<file path="src/rtl/mult_seq.sv">
// Sequential unsigned shift-and-add multiplier: one M-bit ripple-carry adder
// (suma) is reused over M clock cycles to build a 2M-bit product.

module suma #(
  parameter int M = 4
) (
  input  logic [M-1:0] a,
  input  logic [M-1:0] b,
  input  logic         ci,
  output logic [M-1:0] s,
  output logic         co,
  output logic         n,
  output logic         v,
  output logic         z
);

  logic [M:0] c;

  assign c[0] = ci;

  for (genvar i = 0; i < M; i++) begin : g_fa
    assign s[i]   = a[i] ^ b[i] ^ c[i];
    assign c[i+1] = (a[i] & b[i]) | (c[i] & (a[i] ^ b[i]));
  end

  assign co = c[M];
  assign n  = s[M-1];
  assign v  = c[M] ^ c[M-1];
  assign z  = ~|s;

endmodule

module mult_seq #(
  parameter int M = 4
) (
  input  logic           clk,
  input  logic           rst,
  input  logic           start,
  input  logic [M-1:0]   A,
  input  logic [M-1:0]   B,
  output logic [2*M-1:0] P,
  output logic           busy,
  output logic           done,
  output logic           Z
);

  localparam int CW = (M > 2) ? $clog2(M) : 1;

  localparam logic [1:0] IDLE = 2'd0;
  localparam logic [1:0] RUN  = 2'd1;
  localparam logic [1:0] DONE = 2'd2;

  localparam logic [CW-1:0] LAST = CW'(M - 1);

  logic [1:0]    state;
  logic [M-1:0]  mcand;
  logic [M-1:0]  acc;
  logic [M-1:0]  q;
  logic          cy;
  logic [CW-1:0] cnt;

  logic [M-1:0]  sum;
  logic          co;
  logic          add_n_unused;
  logic          add_v_unused;
  logic          add_z_unused;

  logic [2*M:0]  step;
  logic [2*M:0]  shifted;

  // cy is always cleared by the shift, so feeding it as carry-in keeps the
  // adder input well defined without changing the sum.
  suma #(.M(M)) u_suma (
    .a  (acc),
    .b  (mcand),
    .ci (cy),
    .s  (sum),
    .co (co),
    .n  (add_n_unused),
    .v  (add_v_unused),
    .z  (add_z_unused)
  );

  assign step    = q[0] ? {co, sum, q} : {1'b0, acc, q};
  assign shifted = step >> 1;

  always_ff @(posedge clk or negedge rst) begin
    if (!rst) begin
      state <= IDLE;
      mcand <= '0;
      acc   <= '0;
      q     <= '0;
      cy    <= 1'b0;
      cnt   <= '0;
      P     <= '0;
      Z     <= 1'b0;
      busy  <= 1'b0;
      done  <= 1'b0;
    end else begin
      case (state)
        IDLE: begin
          if (start) begin
            mcand <= A;
            q     <= B;
            acc   <= '0;
            cy    <= 1'b0;
            cnt   <= '0;
            busy  <= 1'b1;
            state <= RUN;
          end
        end
        RUN: begin
          cy  <= shifted[2*M];
          acc <= shifted[2*M-1:M];
          q   <= shifted[M-1:0];
          cnt <= cnt + CW'(1);
          // P and Z are only ever loaded here, so they hold between operations.
          if (cnt == LAST) begin
            P     <= shifted[2*M-1:0];
            Z     <= (shifted[2*M-1:0] == '0);
            done  <= 1'b1;
            state <= DONE;
          end
        end
        DONE: begin
          done  <= 1'b0;
          busy  <= 1'b0;
          state <= IDLE;
        end
        default: begin
          done  <= 1'b0;
          busy  <= 1'b0;
          state <= IDLE;
        end
      endcase
    end
  end

endmodule

</file>
<file path="config.mk">
export PLATFORM = sky130hd
export DESIGN_NAME = mult_seq
export DESIGN_NICKNAME = d
export VERILOG_FILES = /design/src/rtl/mult_seq.sv
export SDC_FILE = /design/constraint.sdc
export NUM_CORES = 1
export LEC_CHECK = 0
export ABC_AREA = 1
export CORE_MARGIN = 2
export CORE_UTILIZATION = 40
export CTS_CLUSTER_DIAMETER = 120
export CTS_CLUSTER_SIZE = 20
export DETAILED_ROUTE_END_ITERATION = 10
export GPL_TIMING_DRIVEN = 0
export PLACE_DENSITY_LB_ADDON = 0.08
export SYNTH_ARGS = -nofsm -noshare
export SYNTH_HDL_FRONTEND = slang
export SYNTH_SLANG_ARGS = --single-unit
</file>
<file path="constraint.sdc">
create_clock -name clk -period 2.9 [get_ports clk]
set_input_delay 0.58 -clock clk [delete_from_list [all_inputs] [get_ports clk]]
set_output_delay 0.58 -clock clk [all_outputs]
set_load 0.005 [all_outputs]
</file>
==> reports/summary.txt <==
Routed wire length - 2446 um
Simple-gate share of the synthesized area - 0.2587
Number of nets in the layout - 183
Total track usage - 0.1595
GR Util met1 - 0.2058
Antenna viol nets, final - 0
Setup Skew - 9.282 ps
Share of total power in the clock network - 0.098
Path type of the worst min-delay path - flop to flop
Synthesized Nets - 157
Power Dens Cells - 1040 nW/um2
Most frequent cells in the layout - 59 x sky130_fd_sc_hd__nand2_1, 27 x sky130_fd_sc_hd__dfrtp_1, 21 x sky130_fd_sc_hd__clkdlybuf4s50_1, 12 x sky130_fd_sc_hd__inv_1
Via count of the first global-routing pass - 975
Synthesized instance count - 141
Buffer levels on the longest clock path - 2
Ranking of synthesized cells by area - sky130_fd_sc_hd__dfrtp_1 54%, sky130_fd_sc_hd__nand2_1 18%, sky130_fd_sc_hd__fa_1 4.8%
Drt initial violations - 43
Clock input transition at the sequential cells of the worst setup and hold paths - 140 ps
Vias - 948
XOR/XNOR share of the synthesized area - 0
Largest fanout of any net on the critical path - 2
Delay of the slowest critical-path stage - 490 ps
Syn Area/Cell - 8.954 um2
Max-slew headroom at the worst pin - 0.2043
Num Clock Sinks - 27
H-tree lvl count - 1
Max Transition Viols Final - 0
Ports - 22
Capturing element type of the critical path - flop
Most common library cell in the layout ignoring fill and taps - sky130_fd_sc_hd__nand2_1
Setup fix buffers added after clock tree synthesis - 0
Die footprint - 3622 um2
Root buffer selected by CTS - sky130_fd_sc_hd__clkbuf_4
Number of port buffers - 21
Switching share of power - 0.4133
Startpoint type of the worst setup path - flop
Power Total - 0.001615 W
Worst slack after detailed placement - 761.4 ps
Share of synthesized area spent on multiplexers - 0
Maximum capacitance violations - 0
Fraction of the mapped netlist area in adder cells - 0.06739
Critical Path Most Common Cell - sky130_fd_sc_hd__fa_1
Setup TNS after final layout - 0 ps
Maximum achievable frequency - 466.0 MHz
Global-route met2 utilization - 0.2640
Width of the die - 60.18 um
Maximum vdd drop - 448.5 uV
Number of warnings reported in the yosys synthesis log - 0
Area delta synth->final - 23.09%
Weighted congestion at the end of routability-driven global placement - 0.8263
Period Utilization, post-route - 0.7400
Data required, critical path - 3120 ps
Number of flip-flops and latches in the synthesized netlist - 27
Source-to-sink clock delay at the later pin of the worst-skew pair - 320 ps
Clock tree from TritonCTS - yes
Final setup margin - 754.1 ps
Hold bufs inserted after CTS - 0
Hold Fails Final Rpt - 0
Overflow after GRT - 0
Average via count per standard cell - 4.514
Arrival time at the worst endpoint - 2370 ps
Sequential cell area fraction in the yosys report - 0.5352
Initial antenna violation count - 0
Global-route wire length before repair - 4222 um
Total of cells resized after clock tree synthesis - 0
Fraction of met3 tracks used by global routing - 0.02597
Initial core utilization - 0.4169
Critical-path cell with the highest stage delay - sky130_fd_sc_hd__fa_1
Number of core rows - 20
Routed wirelength normalized by instance count - 11.65 um
Area fraction in compound gates after synthesis - 0.06938
Mapped cell area - 1262 um2
Part of the power in registers - 0.393
TritonCTS buffer count - 3
Largest net degree at the start of global routing - 28
Power spent charging and discharging nets - 0.0006677 W
Largest area contributor in the netlist - sky130_fd_sc_hd__dfrtp_1
Final count of negative-setup-slack endpoints - 0
Top cell type's share of synthesized area - 0.5352
Leak - 0.7867 nW
Count of antenna diodes in the layout - 0
RSZ-0062 raised after global routing - no
Critical path type - flop to flop
Core Box Area - 3028 um2
Status - completed
Share of total power in combinational logic - 0.509
Smallest hold slack - 492.5 ps
Internal power summed over all cells - 0.0009477 W
Number of different library cells in the post-synthesis netlist - 20
Half-perimeter wire length after placement - 1900 um
Vert. Die Dim - 60.18 um
Layout cells sized above 1 - 0.09639
Min Clock Period, post-route - 2146 ps
Pre-antenna DRT Iters - 4
Layer carrying the most global-route usage - met2
Ordered list of cells on the worst path - ha_1 -> inv_1 -> fa_1 -> inv_1 -> fa_1 -> fa_1 -> nand2_1 -> nand3_1 -> nor2_1 -> nand3_1 -> nand2_1
Transition at the pin with the smallest max-transition slack - 1190 ps
Dominant combinational cell family by area after synthesis - simple AND/OR/NAND/NOR gates
Remaining routing DRC violations - 0
## per-layer routing
metal / wire [um] / share of wire / up-vias
li1: - / - / 487
met1: 1149 / 0.47 / 448
met2: 1218 / 0.50 / 11
met3: 59 / 0.024 / 2
met4: 19 / 0.0078 / 0
met5: 0 / 0 / -
## sequential cells by signal, indices dropped and copies added, names as in the netlist
register  flops
busy          1
mcand         4
acc           4
q             4
cnt           2
done          1
P             8
state         2
Z             1
## final timing paths
path                           from       end  cells past startpoint  slack (ps)
max                        mcand[0]         Z                     11         750
min                            busy      busy                      2         490
max reg2reg                mcand[0]         Z                     11         750
min reg2reg                    busy      busy                      2         490
max in group asynchronous       rst      P[0]                      1        1320
min in group asynchronous       rst  mcand[0]                      1         870
## critical path: cells and delay by family, from the launching register on
family	cells	cell delay (ps)
fa+ha+maj	4	1210
flops	1	410
buf+inv	2	110
simple gates	5	330
## synth_stat cells (all sizes together)
library cell / number
nand2: 60
dfrtp: 27
inv: 17
o21ai: 10
nor2: 8
nand3: 5
buf: 3
fa: 3
o211ai: 3
a21oi: 2
ha: 2
nand4: 1
## kinds of logic after synthesis
family | Yosys count
AOI/OAI and AO/OA | 15
buffers and inverters | 20
adders and majority gates | 5
and+or+nand+nor | 74
DFF | 27
## power by group through the flow
stage          clock network [W]  registers (W)  logic, W
3_5_place_dp                   0       0.000646  0.000838
4_1_cts                 0.000170       0.000638  0.000843
2_1_floorplan                  0       0.000639  0.000544
6_report                0.000158       0.000635  0.000822
5_1_grt                 0.000179       0.000659  0.000952
3_3_place_gp                   0       0.000642  0.000812
## cell type report
cell class,count,area (um2)
inverters,17,66.31
flip-flops and latches,27,675.6
well taps,44,55.05
repair buffers,21,210.2
fillers,303,1474
clock buffers,4,26.28
plain buffers,3,21.27
multi-input cells,94,499.2
## metrics by stage
step	instances	instance area (um2)	utilization
3_5_place_dp	206	1528	0.5045
6_report	210	1554	0.5132
5_1_grt	210	1554	0.5132
3_3_place_gp	206	1528	0.5045
2_1_floorplan	141	1262	-
4_1_cts	210	1554	0.5132
(Power assumes the default switching activity.)
